[src/rtl/keypad_entry_sequencer.sv]
// keypad_entry_sequencer
//   Front end for the six-digit lock controller. Collects key strokes into a
//   six-digit buffer and, on ENTER, replays it as three pair-writes. In entry
//   mode it then presents the judge select, waits JUDGE_WAIT cycles, and
//   samples lk_res to produce an unlock or fail pulse.
//
//   Optional feature macro: FAIL_LOCKOUT_EN
//     defined   : consecutive failures are counted; reaching MAX_FAIL enters a
//                 LOCKOUT period of LOCKOUT_CYCLES cycles with lockout high.
//     undefined : no counter, no LOCKOUT; a failure simply returns to IDLE and
//                 lockout is tied low.
//
//   Ports
//     clk        system clock, rising edge
//     clr_n      asynchronous active-low reset
//     key_valid  one-cycle key strobe (no ready: the sequencer never stalls the
//                keypad; strokes arriving outside IDLE are dropped)
//     key_code   0-9 digit, A ENTER, B BACKSPACE, C CANCEL, D-F ignored
//     mode_req   0 set password, 1 enter password (taken while buffer empty)
//     lk_res     compare result from the lock controller
//     lk_m       mode to the lock controller
//     lk_inA/B   digit pair being written
//     lk_a0/a1   position select {a1,a0}: 00/01/10 pair 1/2/3, 11 judge/idle
//     lk_clr     one-cycle clear toward the lock controller (CANCEL)
//     digit_cnt  digits buffered (0..6)
//     set_done   one-cycle pulse after a set-mode write
//     unlock     one-cycle pulse on a matching entry
//     fail       one-cycle pulse on a mismatching entry
//     lockout    high while locked out
module keypad_entry_sequencer #(
  parameter int MAX_FAIL       = 3,
  parameter int LOCKOUT_CYCLES = 1000,
  parameter int JUDGE_WAIT     = 2
) (
  input  logic       clk,
  input  logic       clr_n,
  input  logic       key_valid,
  input  logic [3:0] key_code,
  input  logic       mode_req,
  input  logic       lk_res,
  output logic       lk_m,
  output logic [3:0] lk_inA,
  output logic [3:0] lk_inB,
  output logic       lk_a0,
  output logic       lk_a1,
  output logic       lk_clr,
  output logic [2:0] digit_cnt,
  output logic       set_done,
  output logic       unlock,
  output logic       fail,
  output logic       lockout
);

  localparam logic [3:0] KEY_ENTER  = 4'hA;
  localparam logic [3:0] KEY_BACK   = 4'hB;
  localparam logic [3:0] KEY_CANCEL = 4'hC;

  localparam int JW_W = (JUDGE_WAIT > 1) ? $clog2(JUDGE_WAIT) : 1;

  typedef enum logic [2:0] {
    S_IDLE,
    S_WRITE1,
    S_WRITE2,
    S_WRITE3,
    S_JUDGE,
    S_LOCKOUT
  } state_t;

  state_t          state;
  logic [3:0]      digits [6];
  logic [1:0]      sel;
  logic [JW_W-1:0] judge_cnt;

  assign lk_a1 = sel[1];
  assign lk_a0 = sel[0];

`ifdef FAIL_LOCKOUT_EN
  localparam int LW = (LOCKOUT_CYCLES > 1) ? $clog2(LOCKOUT_CYCLES) : 1;
  logic [3:0]    fail_cnt;
  logic [3:0]    fail_next;
  logic [LW-1:0] lock_cnt;
  logic          lockout_q;

  // Saturating increment so a large MAX_FAIL cannot wrap the counter.
  assign fail_next = (fail_cnt == 4'hF) ? fail_cnt : fail_cnt + 4'd1;
  assign lockout   = lockout_q;
`else
  logic unused_cfg;
  assign unused_cfg = ^{MAX_FAIL, LOCKOUT_CYCLES};
  assign lockout    = 1'b0;
`endif

  always_ff @(posedge clk or negedge clr_n) begin
    if (!clr_n) begin
      state     <= S_IDLE;
      lk_m      <= 1'b0;
      lk_inA    <= '0;
      lk_inB    <= '0;
      sel       <= 2'b11;
      lk_clr    <= 1'b0;
      digit_cnt <= '0;
      set_done  <= 1'b0;
      unlock    <= 1'b0;
      fail      <= 1'b0;
      judge_cnt <= '0;
      for (int i = 0; i < 6; i++) digits[i] <= '0;
`ifdef FAIL_LOCKOUT_EN
      fail_cnt  <= '0;
      lock_cnt  <= '0;
      lockout_q <= 1'b0;
`endif
    end else begin
      // Pulses default low; each is raised for exactly one cycle below.
      lk_clr   <= 1'b0;
      set_done <= 1'b0;
      unlock   <= 1'b0;
      fail     <= 1'b0;
      case (state)
        S_IDLE: begin
          if (digit_cnt == 3'd0) lk_m <= mode_req;
          if (key_valid) begin
            if (key_code <= 4'd9) begin
              if (digit_cnt < 3'd6) begin
                digits[digit_cnt] <= key_code;
                digit_cnt         <= digit_cnt + 3'd1;
              end
            end else begin
              case (key_code)
                KEY_ENTER: begin
                  if (digit_cnt == 3'd6) begin
                    state  <= S_WRITE1;
                    sel    <= 2'b00;
                    lk_inA <= digits[0];
                    lk_inB <= digits[1];
                  end
                end
                KEY_BACK: begin
                  if (digit_cnt != 3'd0) digit_cnt <= digit_cnt - 3'd1;
                end
                KEY_CANCEL: begin
                  digit_cnt <= '0;
                  lk_clr    <= 1'b1;
                  for (int i = 0; i < 6; i++) digits[i] <= '0;
                end
                default: ;
              endcase
            end
          end
        end
        S_WRITE1: begin
          state  <= S_WRITE2;
          sel    <= 2'b01;
          lk_inA <= digits[2];
          lk_inB <= digits[3];
        end
        S_WRITE2: begin
          state  <= S_WRITE3;
          sel    <= 2'b10;
          lk_inA <= digits[4];
          lk_inB <= digits[5];
        end
        S_WRITE3: begin
          sel    <= 2'b11;
          lk_inA <= '0;
          lk_inB <= '0;
          if (!lk_m) begin
            set_done  <= 1'b1;
            state     <= S_IDLE;
            digit_cnt <= '0;
            for (int i = 0; i < 6; i++) digits[i] <= '0;
          end else begin
            state     <= S_JUDGE;
            judge_cnt <= '0;
          end
        end
        S_JUDGE: begin
          if (judge_cnt == JW_W'(JUDGE_WAIT - 1)) begin
            digit_cnt <= '0;
            for (int i = 0; i < 6; i++) digits[i] <= '0;
            if (lk_res) begin
              unlock <= 1'b1;
              state  <= S_IDLE;
`ifdef FAIL_LOCKOUT_EN
              fail_cnt <= '0;
`endif
            end else begin
              fail <= 1'b1;
`ifdef FAIL_LOCKOUT_EN
              fail_cnt <= fail_next;
              if (fail_next >= 4'(MAX_FAIL)) begin
                state     <= S_LOCKOUT;
                lockout_q <= 1'b1;
                lock_cnt  <= '0;
              end else begin
                state <= S_IDLE;
              end
`else
              state <= S_IDLE;
`endif
            end
          end else begin
            judge_cnt <= judge_cnt + JW_W'(1);
          end
        end
`ifdef FAIL_LOCKOUT_EN
        S_LOCKOUT: begin
          if (lock_cnt == LW'(LOCKOUT_CYCLES - 1)) begin
            lockout_q <= 1'b0;
            fail_cnt  <= '0;
            state     <= S_IDLE;
          end else begin
            lock_cnt <= lock_cnt + LW'(1);
          end
        end
`endif
        default: state <= S_IDLE;
      endcase
    end
  end

endmodule

[config.mk]
export PLATFORM = sky130hd
export DESIGN_NAME = keypad_entry_sequencer
export DESIGN_NICKNAME = d
export VERILOG_FILES = /design/src/rtl/keypad_entry_sequencer.sv
export SDC_FILE = /design/constraint.sdc
export NUM_CORES = 1
export LEC_CHECK = 0
export CAP_MARGIN = 20
export CORE_MARGIN = 2
export CORE_UTILIZATION = 55
export CTS_CLUSTER_SIZE = 20
export DETAILED_ROUTE_END_ITERATION = 8
export PLACE_DENSITY_LB_ADDON = 0.2
export SYNTH_ARGS = -nofsm -noshare
export SYNTH_HDL_FRONTEND = slang
export SYNTH_SLANG_ARGS = --single-unit
[constraint.sdc]
create_clock -name clk -period 5.74 [get_ports clk]
set_clock_uncertainty 0.15 [all_clocks]
set_input_delay 1.722 -clock clk [delete_from_list [all_inputs] [get_ports clk]]
set_output_delay 1.722 -clock clk [all_outputs]
set_load 0.05 [all_outputs]
Word-level counts from Yosys, hierarchy flattened
Index checks and enable logic that the tools add are counted.
- output and inout port bits: 19
- register bits: 46
- input bits: 9
- word-level logic and storage cells: 111
- $lt $le $gt $ge: 4
- bitwise gates (word level): 1
- reduce and logical (&&, ||, !) cells: 13
- equality and inequality tests: 19
- mux-type cells: 54
- add/subtract/negate cells: 3
- operator list (kind ; count):
    2-to-1 mux 24 bit ; 6
    case mux 24 bit (3 select lines) ; 1
    2-to-1 mux 4 bit ; 9
    2-to-1 mux 3 bit ; 11
    case mux 4 bit (4 select lines) ; 2
    bitwise mux 24 bit ; 1
    case mux 3 bit (5 select lines) ; 1
    2-to-1 mux 1 bit ; 14
    demux 4 bit (select 3 bit) ; 1
    equality test 4 bit (second input constant) ; 3
    inequality test 2 bit (second input constant) ; 6
    AND reduction 5 bit ; 2
    case mux 3 bit (3 select lines) ; 1
    2-to-1 mux 2 bit ; 4
    case mux 2 bit (4 select lines) ; 1
    AND reduction 7 bit ; 1
    equality test 3 x 2 -> 1 bit (second input constant) ; 2
    equality test 3 bit (second input constant) ; 2
    zero test 3 bit ; 2
    case mux 3 bit (2 select lines) ; 1
    AND reduction 6 bit ; 1
    nonzero test 3 bit ; 2
    >= comparator 4 bit (second input constant) ; 1
    less-or-equal comparator 4 bit (second input constant) ; 1
    17 further kinds ; 18

Longest topological paths before layout
Gate-level depths: netlist (run 1).
- depth in word-level cells: 10
- depth in mapped cells: 7
- depth with buffers taken out: 6

Least setup slack after synthesis (run 1)
OpenSTA, ideal clock, no wires.
- kind: input port to flip-flop
- from: in key_code[0]
- to: reg lk_inA[0]
- stages: 5
- path buffers: 1
- setup slack: 2713 ps
- data arrival time: 2752 ps
- data required time: 5465 ps
- library setup time: 125 ps
- cells stage by stage: and4b_1 > nand4b_1 > a21oi_1 > buf_2 > mux2_2
- cells in the longest elaborated chain, start to end: 3
- elaborated cells on any way between the ends: 5
- those cells by class: 1 x order compare; 3 x eq/ne; 1 x reduce/logical
- ends and longest elaborated chain (element ; line ; text):
    start, declared ; 38 ; input logic [3:0] key_code,
    less-or-equal comparator 4 bit / equality test 4 bit (equally long branches) ; 122, 128 ;
    inequality test 2 bit (no line) / inequality test 2 x 1 -> 1 bit (equally long branches) ; n/a ;
    AND reduction 5 bit (no line) * ; n/a ;
    end signal, assigned ; 133 ; lk_inA <= digits[0];
    end signal, assigned ; 153 ; lk_inA <= digits[2];
    end signal, assigned ; 159 ; lk_inA <= digits[4];
    end, declared ; 42 ; output logic [3:0] lk_inA,
Every way passes the cells marked *; elsewhere a longest branch is shown, timed or not.
A chain may end at the register's enable or synchronous reset.

Worst setup path after layout (run 1)
- from: in key_code[3]
- to: reg lk_inA[1]
The elaborated chain is that of the path after synthesis.

==> results of run 1 <==
-- sequential cells by signal (all words and copies together) (netlist names) --
register,count
judge_cnt,1
unlock,1
lk_inB,4
digit_cnt,3
digits,24
lk_clr,1
state,3
lk_inA,4
sel,2
fail,1
lk_m,1
set_done,1
-- power by group --
group          internal [mW]  switching [mW]
Clock                 0.0972           0.103
Sequential             0.447           0.155
Combinational          0.326           0.491
-- layout by cell type (no fill, tap or decap), types with 2 or more instances in the layout --
cell type,synthesis,final
nor2_1,5,5
and4bb_2,2,2
nand4_4,4,4
o211ai_2,4,4
nand4_1,2,2
and3_1,2,2
o2bb2ai_1,24,24
nor3_1,7,7
clkdlybuf4s50_1,0,25
dfstp_2,2,2
nor2b_1,2,2
nand3_2,2,2
o21ai_0,8,8
nand3b_1,4,4
xnor2_1,2,2
ha_1,4,4
mux2_2,12,12
dfrtp_1,44,44
a22oi_1,16,16
a21oi_1,5,5
nand2_1,8,8
nand3_1,3,3
nor3b_2,2,2
o22ai_1,3,3
clkbuf_8,0,6
inv_1,8,8
-- critical path: stages --
cell and delay [ns]:
clkdlybuf4s50_1 0.61, and4b_1 0.23, nand4b_1 0.10, a21oi_1 0.84, mux2_2 0.42
-- cell families after synthesis --
logic type	count (synthesis)	synth area share (%)
DFF	46	47.4
adders and majority gates	4	2.05
muxes	13	5.96
buffers and inverters	22	4.57
AOI/OAI and AO/OA	68	21.7
other	1	0.154
and+or+nand+nor	54	17.5
xor gates and xnor gates	2	0.719
-- worst max path at each step --
stage | from | to | slack, ns | cells after the start
6_report | key_code[3] | lk_inA[1] | 1.84 | 5
5_1_grt | key_code[3] | lk_inA[3] | 1.71 | 5
4_1_cts | key_code[3] | lk_inA[1] | 1.85 | 5
3_5_place_dp | key_code[3] | lk_inB[1] | 1.53 | 5
3_3_place_gp | key_code[3] | lk_inA[3] | 1.61 | 5
2_1_floorplan | key_code[0] | lk_inA[0] | 2.71 | 5
-- routing by layer --
layer  part of all wire [%]  vias to the layer above
met2                     49                       40
met5                      0                        -
met1                     46                      902
met3                    4.2                        9
li1                       -                      845
met4                    1.3                        0
-- synth_stat cells (3+ instances only) --
master      n  share of area, %
ha_1        4               2.1
o2bb2ai_1  24               8.6
mux2_2     12               5.5
inv_1       8               1.2
buf_2       5               1.0
a22oi_1    16               4.9
nand3_1     3              0.62
o211ai_2    4               2.1
dfrtp_1    44                45
o21ai_0     8               1.6
o22ai_1     3              0.77
clkbuf_1    4              0.62
nand2_1     8               1.2
nand3b_1    4               1.2
a21oi_1     5               1.0
nor2_1      5              0.77
nand4_4     4               3.5
nor3_1      7               1.4
-- metrics by stage --
| step | std cells | utilization [%] |
|---|---|---|
| 6_report | 284 | 64.5 |
| 5_1_grt | 284 | 64.5 |
| 4_1_cts | 283 | 64.1 |
| 3_5_place_dp | 275 | 62.0 |
| 3_3_place_gp | 275 | 62.0 |
| 2_1_floorplan | 210 | - |
-- area by class of cell --
cell class / instances / area (um^2)
Tap cell: 52 / 65.1
Clock inverter: 1 / 5.00
Multi-Input combinational cell: 142 / 1170
Inverter: 9 / 33.8
Fill cell: 333 / 1530
Clock buffer: 7 / 86.3
Timing Repair Buffer: 27 / 275
Sequential cell: 46 / 1150
==> flow_summary_export.csv, run 1 <==
group,metric,value,unit
status,status,"finished clean",
timing,hold_viol_final,0,
cts,cts.sinks,46,
cells_and_area,n_antenna_cell,0,
route,wire_per_inst,18.6,um
power,ir_drop,0.247,mV
setup_path,crit_type,"primary input to flop",
setup_path,crit_required,5.77,ns
synth,syn_area,2440,um^2
die,rows,24,
global_route,use_met1,30.1,%
power,p_leak,1.14,nW
synth,yosys_warnings,0,
global_route,first_global_vias,1795,
synth,synth-edff-count,0,
setup_path,worst_setup_path_end_kind,"flop",
place,numPortBuffers,26,
timing,fin_crit_sh,67.9,%
synth,synth_nets,223,
place,gp_congestion,0.882,
setup_path,r2r-start,"state[2]",
run,drv_cap,0,
cts,cts_hold_buf,0,
setup_path,ff2ff_path_depth,3,
cts,cts.reportedPaths.clkPinSlew,0.08,ns
route,drc,0,
route,drt-total-wl,5290,um
global_route,overflow,0,
synth,synth_cells,210,
route,antenna_left,0,
setup_path,startpoint_type,"primary input",
worst_hold_path,holdPathEnd,"sel[1]",
timing,rsz0062_at_grt,"no",
synth,synth-async-reset-ratio,100,%
timing,worst_slew_pin_slew,1.05,ns
setup_path,r2r-end,"lk_inA[1]",
route,viasPerCell,6.32,
setup_path,crit_fanout,11,
setup_path,r2r_slack,3.18,ns
synth,synth_ff_type,"dfrtp_1",
cells_and_area,drive_gt1_share,19.0,%
die,coreArea,4320,um^2
cts,post_cts_resized,0,
worst_hold_path,min_path_type,"flop to flop",
cts,post_cts_buffers,0,
timing,slew_viol_final,0,
global_route,grt_usage,22.4,%
timing,setup_viol,0,
route,first_iter_violations,124,
route,firstDrtPassIters,5,
worst_hold_path,hold_path_depth,2,
synth,synth.avg_cell_area,11.6,um^2
timing,fin_setup_tns,0,ns
die,initial_core_util,56.3,%
timing,period_minus_slack,3.90,ns
cts,h-tree-depth,2,
power,finalPower,1.62,mW
timing,hold_slack,0.339,ns
cts,clock_path_buffers,2,
cts,clock_tree.root_cell,"clkbuf_8",
worst_hold_path,hp-start,"sel[1]",
timing,setup_slack,1.84,ns
cells_and_area,area_growth_syn_to_layout,14.5,%
synth,synth_cell_types,50,
global_route,grt_first_pass_wirelength,8840,um
setup_path,arrival,3.93,ns
synth,synth_seq_cells,46,
global_route,grt_util_met2,36.8,%
power,cellPowerDensity,580,nW/um^2
synth,yosysSeqAreaShare,47.4,%
cells_and_area,final_net_count,244,
die,io_pins,28,
cells_and_area,final_area,2790,um^2
global_route,use_met3,4.56,%
cts,cts_tree,"yes",
die,dieArea,4980,um^2
die,die_h,70.6,um
global_route,grt-busiest-layer,"met2",
timing,relSlewSlack,30.3,%
place,place_ws,1.53,ns
cts,cts-buffers-inserted,5,
place,placed_area,2680,um^2
route,vias,1796,
timing,max_freq,257,MHz
global_route,grt_max_degree,47,
die,die_w,70.6,um
place,place_hpwl,3750,um
global_route,antenna_found_initial,0,
cts,clock_latency,0.29,ns
Note: power is estimated with default switching activity, not from simulation.
==> run 2, diff against run 1 <==
==> constraint.sdc (replaced) <==
create_clock -name clk -period 4.1 [get_ports clk]
set_clock_uncertainty 0.15 [all_clocks]
set_input_delay 1.23 -clock clk [delete_from_list [all_inputs] [get_ports clk]]
set_output_delay 1.23 -clock clk [all_outputs]
set_load 0.05 [all_outputs]
==> run 2 against run 1 <==
Net effect: sequential cell count did not move; combinational power rose by 42%; first-iteration DRC count rose by 17%; final area rose by 1.3%; highest routed layer unchanged; wire length rose by 0.76%; core utilization rose by 0.87 points.
==> flow_summary_export.csv, run 2 (synthesized netlist as in run 1, its figures left out) <==
group,metric,value,unit
status,status,"finished clean",
power,p_leak,1.15,nW
cts,cts.reportedPaths.clkPinSlew,0.09,ns
setup_path,crit_required,2.72,ns
route,viasPerCell,6.42,
timing,slew_viol_final,0,
cells_and_area,seqCellArea,1150,um^2
timing,fin_setup_tns,0,ns
setup_path,path_buf_inv,1,
setup_path,worst_setup_path_end_kind,"output pin",
route,drc,0,
place,numPortBuffers,26,
global_route,grt_max_degree,47,
run,drv_cap,0,
route,route.met3.wl,279,um
route,drt-total-wl,5330,um
cells_and_area,multi_input_area,1170,um^2
global_route,overflow,0,
route,met1Wirelength,2320,um
global_route,grt_first_pass_wirelength,8960,um
worst_hold_path,hp-start,"sel[1]",
die,rows,24,
setup_path,crit_family,"buffers and inverters",
timing,fin_crit_sh,78.3,%
place,place_inst,277,
timing,rsz0062_at_grt,"no",
cells_and_area,final_area,2830,um^2
cts,clock_latency,0.31,ns
place,gp_congestion,0.854,
setup_path,cpMaxStageDelayCell,"clkdlybuf4s50_1",
route,dr_wl_met2,2660,um
timing,worst_slew_pin_slew,0.822,ns
cts,cts_hold_buf,0,
cts,post_cts_resized,0,
timing,max_freq,312,MHz
cts,cts.sinks,46,
cts,post_cts_buffers,0,
setup_path,crit_chain,"clkdlybuf4s50_1",
route,antenna_left,0,
place,place_hpwl,3750,um
route,vias,1837,
cts,cts-buffers-inserted,5,
global_route,antenna_found_initial,0,
global_route,grt_usage,23.1,%
cells_and_area,n_antenna_cell,0,
timing,hold_viol_final,0,
route,top_layer,"met4",
cells_and_area,drive_gt1_share,20.1,%
setup_path,r2r-start,"state[2]",
cells_and_area,final_cell_mix,"dfrtp_1, clkdlybuf4s50_1, o2bb2ai_1",
timing,period_minus_slack,3.21,ns
setup_path,crit_fanout,14,
place,place_ws,0.681,ns
worst_hold_path,hold_path_depth,2,
setup_path,r2r-end,"digits[5]",
worst_hold_path,holdPathEnd,"sel[1]",
cells_and_area,instances_no_fill,286,
cts,clock_path_buffers,2,
power,cellPowerDensity,829,nW/um^2
route,firstDrtPassIters,4,
cells_and_area,top_register,"digits",
die,coreArea,4320,um^2
setup_path,crit_type,"flop to output pin",
worst_hold_path,min_path_type,"flop to flop",
setup_path,r2r_slack,1.72,ns
die,initial_core_util,56.3,%
route,wire_per_inst,18.6,um
die,io_pins,28,
timing,relSlewSlack,45.1,%
timing,setup_viol,0,
power,finalPower,2.35,mW
cells_and_area,area_growth_syn_to_layout,16.1,%
die,die_h,70.6,um
route,first_iter_violations,145,
place,placed_area,2690,um^2
die,die_w,70.6,um
cells_and_area,final_net_count,246,
setup_path,startpoint_type,"flop",
global_route,first_global_vias,1809,
cells_and_area,fillers,334,
die,dieArea,4980,um^2
cells_and_area,top_regs,"digits: 24 flops, lk_inA: 4 flops, lk_inB: 4 flops",
setup_path,max_stage_delay,0.90,ns
setup_path,arrival,1.83,ns
power,ir_drop,0.324,mV
setup_path,ff2ff_path_depth,4,
timing,setup_slack,0.891,ns
cts,cts_tree,"yes",
cts,clock_tree.root_cell,"clkbuf_8",
cells_and_area,largest_reg_flops,24,
cts,h-tree-depth,2,
cells_and_area,layout_commonest_cell,"dfrtp_1",
==> run 2: changes by cell type in the layout (fill, tap and decap cells not counted) <==
cell,delta
bufinv_16,+1
buf_4,+2
clkbuf_1,-1
clkinvlp_4,+2
clkinv_2,-1
clkbuf_8,-1
==> run 2: stage by stage <==
step	util [%]	hold slack (ns)
floorplan	-	0.307
global placement	62.3	0.317
detailed placement	62.3	0.318
CTS	64.9	0.336
global route	65.4	0.357
finish	65.4	0.333
==> run 2: cell type report <==
cell class	instances	share of cell area, %
Inverter	9	1.19
Multi-Input combinational cell	142	41.4
Clock inverter	3	1.59
Tap cell	52	2.30
Sequential cell	46	40.8
Clock buffer	5	2.43
Timing Repair Buffer	29	10.3
==> run 2: worst max path at each step <==
stage | from | endpoint | slack, ns | depth (start not counted)
finish | digit_cnt[2] | digit_cnt[2] | 0.89 | 1
global placement | key_code[1] | digits[21] | 0.74 | 5
CTS | digit_cnt[2] | digit_cnt[2] | 0.91 | 1
floorplan | key_code[0] | lk_inA[0] | 1.57 | 5
global route | digit_cnt[2] | digit_cnt[2] | 0.86 | 1
detailed placement | key_code[1] | digits[21] | 0.68 | 5
==> run 2: power by group <==
| part | switching [mW] | leakage, nW | internal (mW) |
|---|---|---|---|
| combinational | 0.692 | 0.483 | 0.466 |
| sequential | 0.222 | 0.616 | 0.626 |
| clock | 0.158 | 0.0504 | 0.181 |
==> run 2: per-layer routing <==
metal  vias to the layer above  global-route usage (%)
li1                        848                       -
met3                        10                    5.27
met4                         0                    8.39
met1                       914                    30.9
met5                         -                       0
met2                        65                    37.3
==> run 3, diff against run 2 <==
--- a/config.mk
+++ b/config.mk
@@ -7,7 +7,7 @@
 export LEC_CHECK = 0
 export CAP_MARGIN = 20
 export CORE_MARGIN = 2
-export CORE_UTILIZATION = 55
+export CORE_UTILIZATION = 50
 export CTS_CLUSTER_SIZE = 20
 export DETAILED_ROUTE_END_ITERATION = 8
 export PLACE_DENSITY_LB_ADDON = 0.2
==> constraint.sdc (replaced) <==
create_clock -name clk -period 2.6 [get_ports clk]
set_clock_uncertainty 0.15 [all_clocks]
set_input_delay 0.78 -clock clk [delete_from_list [all_inputs] [get_ports clk]]
set_output_delay 0.78 -clock clk [all_outputs]
set_load 0.05 [all_outputs]
==> run 3 against run 2 <==
Net effect: die area increased by 9.4%; worst setup slack got worse by 0.72 ns; power increased by 60%; sequential share of layout area decreased by 1.6 points; largest cell class unchanged.
==> flow_summary_export.csv, run 3 (synthesized netlist as in run 1, its figures left out) <==
group,metric,value,unit
status,status,"finished clean",
setup_path,ff2ff_path_depth,6,
power,p_leak,1.23,nW
global_route,grt_max_degree,47,
timing,hold_viol_final,0,
die,die_w,73.8,um
cells_and_area,drive_gt1_share,25.9,%
setup_path,crit_type,"flop to output pin",
cells_and_area,fin_util,62.3,%
cts,cts_tree,"yes",
setup_path,cp.depth,1,
die,rows,25,
setup_path,crit_family,"buffers and inverters",
place,numPortBuffers,26,
power,combinationalPowerShare,54.6,%
power,cellPowerDensity,1270,nW/um^2
die,io_pins,28,
global_route,grt_first_pass_wirelength,8530,um
cells_and_area,area_growth_syn_to_layout,20.7,%
timing,max_freq,412,MHz
cts,cts.reportedPaths.clkPinSlew,0.10,ns
cells_and_area,n_antenna_cell,0,
timing,worst_slew_pin_slew,0.572,ns
power,ir_drop,0.623,mV
setup_path,crit_chain,"clkdlybuf4s50_1",
route,first_iter_violations,55,
setup_path,cpMaxStageDelayCell,"clkdlybuf4s50_1",
setup_path,worst_setup_path_end_kind,"output pin",
route,firstDrtPassIters,4,
timing,fin_crit_sh,93.4,%
place,gp_congestion,0.881,
timing,period_minus_slack,2.43,ns
power,netSwitchingPower,1.70,mW
route,drt-total-wl,5210,um
worst_hold_path,hold_path_depth,2,
global_route,antenna_found_initial,0,
cells_and_area,largest_reg_flops,24,
worst_hold_path,min_path_type,"flop to flop",
cells_and_area,layout_commonest_cell,"dfrtp_1",
cells_and_area,top_register,"digits",
route,drc,0,
global_route,overflow,0,
timing,relSlewSlack,61.7,%
die,dieArea,5450,um^2
cells_and_area,final_cell_mix,"dfrtp_1, o2bb2ai_1, clkdlybuf4s50_1",
setup_path,max_stage_delay,0.81,ns
die,initial_core_util,51.6,%
route,viasPerCell,5.84,
cells_and_area,final_net_count,259,
global_route,grt_usage,20.9,%
setup_path,crit_required,1.67,ns
setup_path,crit_fanout,4,
cts,h-tree-depth,2,
timing,rsz0062_at_grt,"no",
power,seq_power_share,33.3,%
power,p_int,2.04,mW
timing,setup_viol,0,
cts,cts-buffers-inserted,5,
power,switching_share,45.5,%
cts,clock_latency,0.30,ns
cts,clock_tree.root_cell,"clkbuf_8",
cts,cts_hold_buf,0,
timing,slew_viol_final,0,
timing,fin_setup_tns,0,ns
die,coreArea,4720,um^2
setup_path,startpoint_type,"flop",
setup_path,arrival,1.50,ns
cts,clock_path_buffers,2,
power,power_frac_clock,12.1,%
place,place_hpwl,3750,um
global_route,first_global_vias,1719,
cts,post_cts_buffers,0,
power,finalPower,3.74,mW
run,drv_cap,0,
cells_and_area,top_regs,"digits: 24 flops, lk_inA: 4 flops, lk_inB: 4 flops",
route,vias,1833,
setup_path,r2r_slack,0.47,ns
cts,cts.sinks,46,
route,wire_per_inst,16.6,um
cells_and_area,fillers,394,
route,antenna_left,0,
setup_path,path_buf_inv,1,
die,die_h,73.8,um
==> run 3: metrics by stage <==
step	hold slack (ns)	setup WS, ns	area, um^2	instances
after floorplan	0.307	0.285	2440	210
after global placement	0.322	-0.0291	2850	306
after detailed placement	0.321	-0.0587	2850	306
after CTS	0.340	0.0355	2940	314
after global routing	0.344	0.105	2940	314
final	0.336	0.170	2940	314
==> run 3: worst paths after layout <==
path,startpoint,to
min,sel[0],sel[0]
max reg2reg,digit_cnt[1],digit_cnt[1]
max in group asynchronous,clr_n,digits[4]
min reg2reg,sel[0],sel[0]
min in group asynchronous,clr_n,lk_clr
max,lk_m,lk_m
==> run 3: cell type report <==
class	count	area (um^2)	share of cell area, %
multi-input combinational	142	1170	39.8
clock inverter	3	23.8	0.809
clock buffer	5	68.8	2.34
tap	67	83.8	2.85
inverter	9	33.8	1.15
timing repair buffer	42	405	13.8
sequential	46	1150	39.2
==> run 3: layer usage <==
layer	track usage (%)	wire [um]	vias up	part of all wire [%]
li1	-	-	884	-
met1	28.3	2470	892	47
met2	34.1	2460	50	47
met3	4.94	216	7	4.1
met4	4.85	63	0	1.2
met5	0	0	-	0
==> run 3: repair_timing <==
item                       4_1_cts  5_1_grt
hold endpoints to repair         0        0
setup endpoints to repair        0        1
gates resized for setup          0        1
==> run 3: power by group through the flow <==
stage                     clock network, mW  registers, mW  logic [mW]
final                                 0.451           1.25        2.04
after global routing                  0.486           1.28        2.21
after CTS                             0.461           1.25        2.06
after detailed placement                  0           1.25        2.05
after global placement                    0           1.25        2.03
after floorplan                           0           1.43        1.25
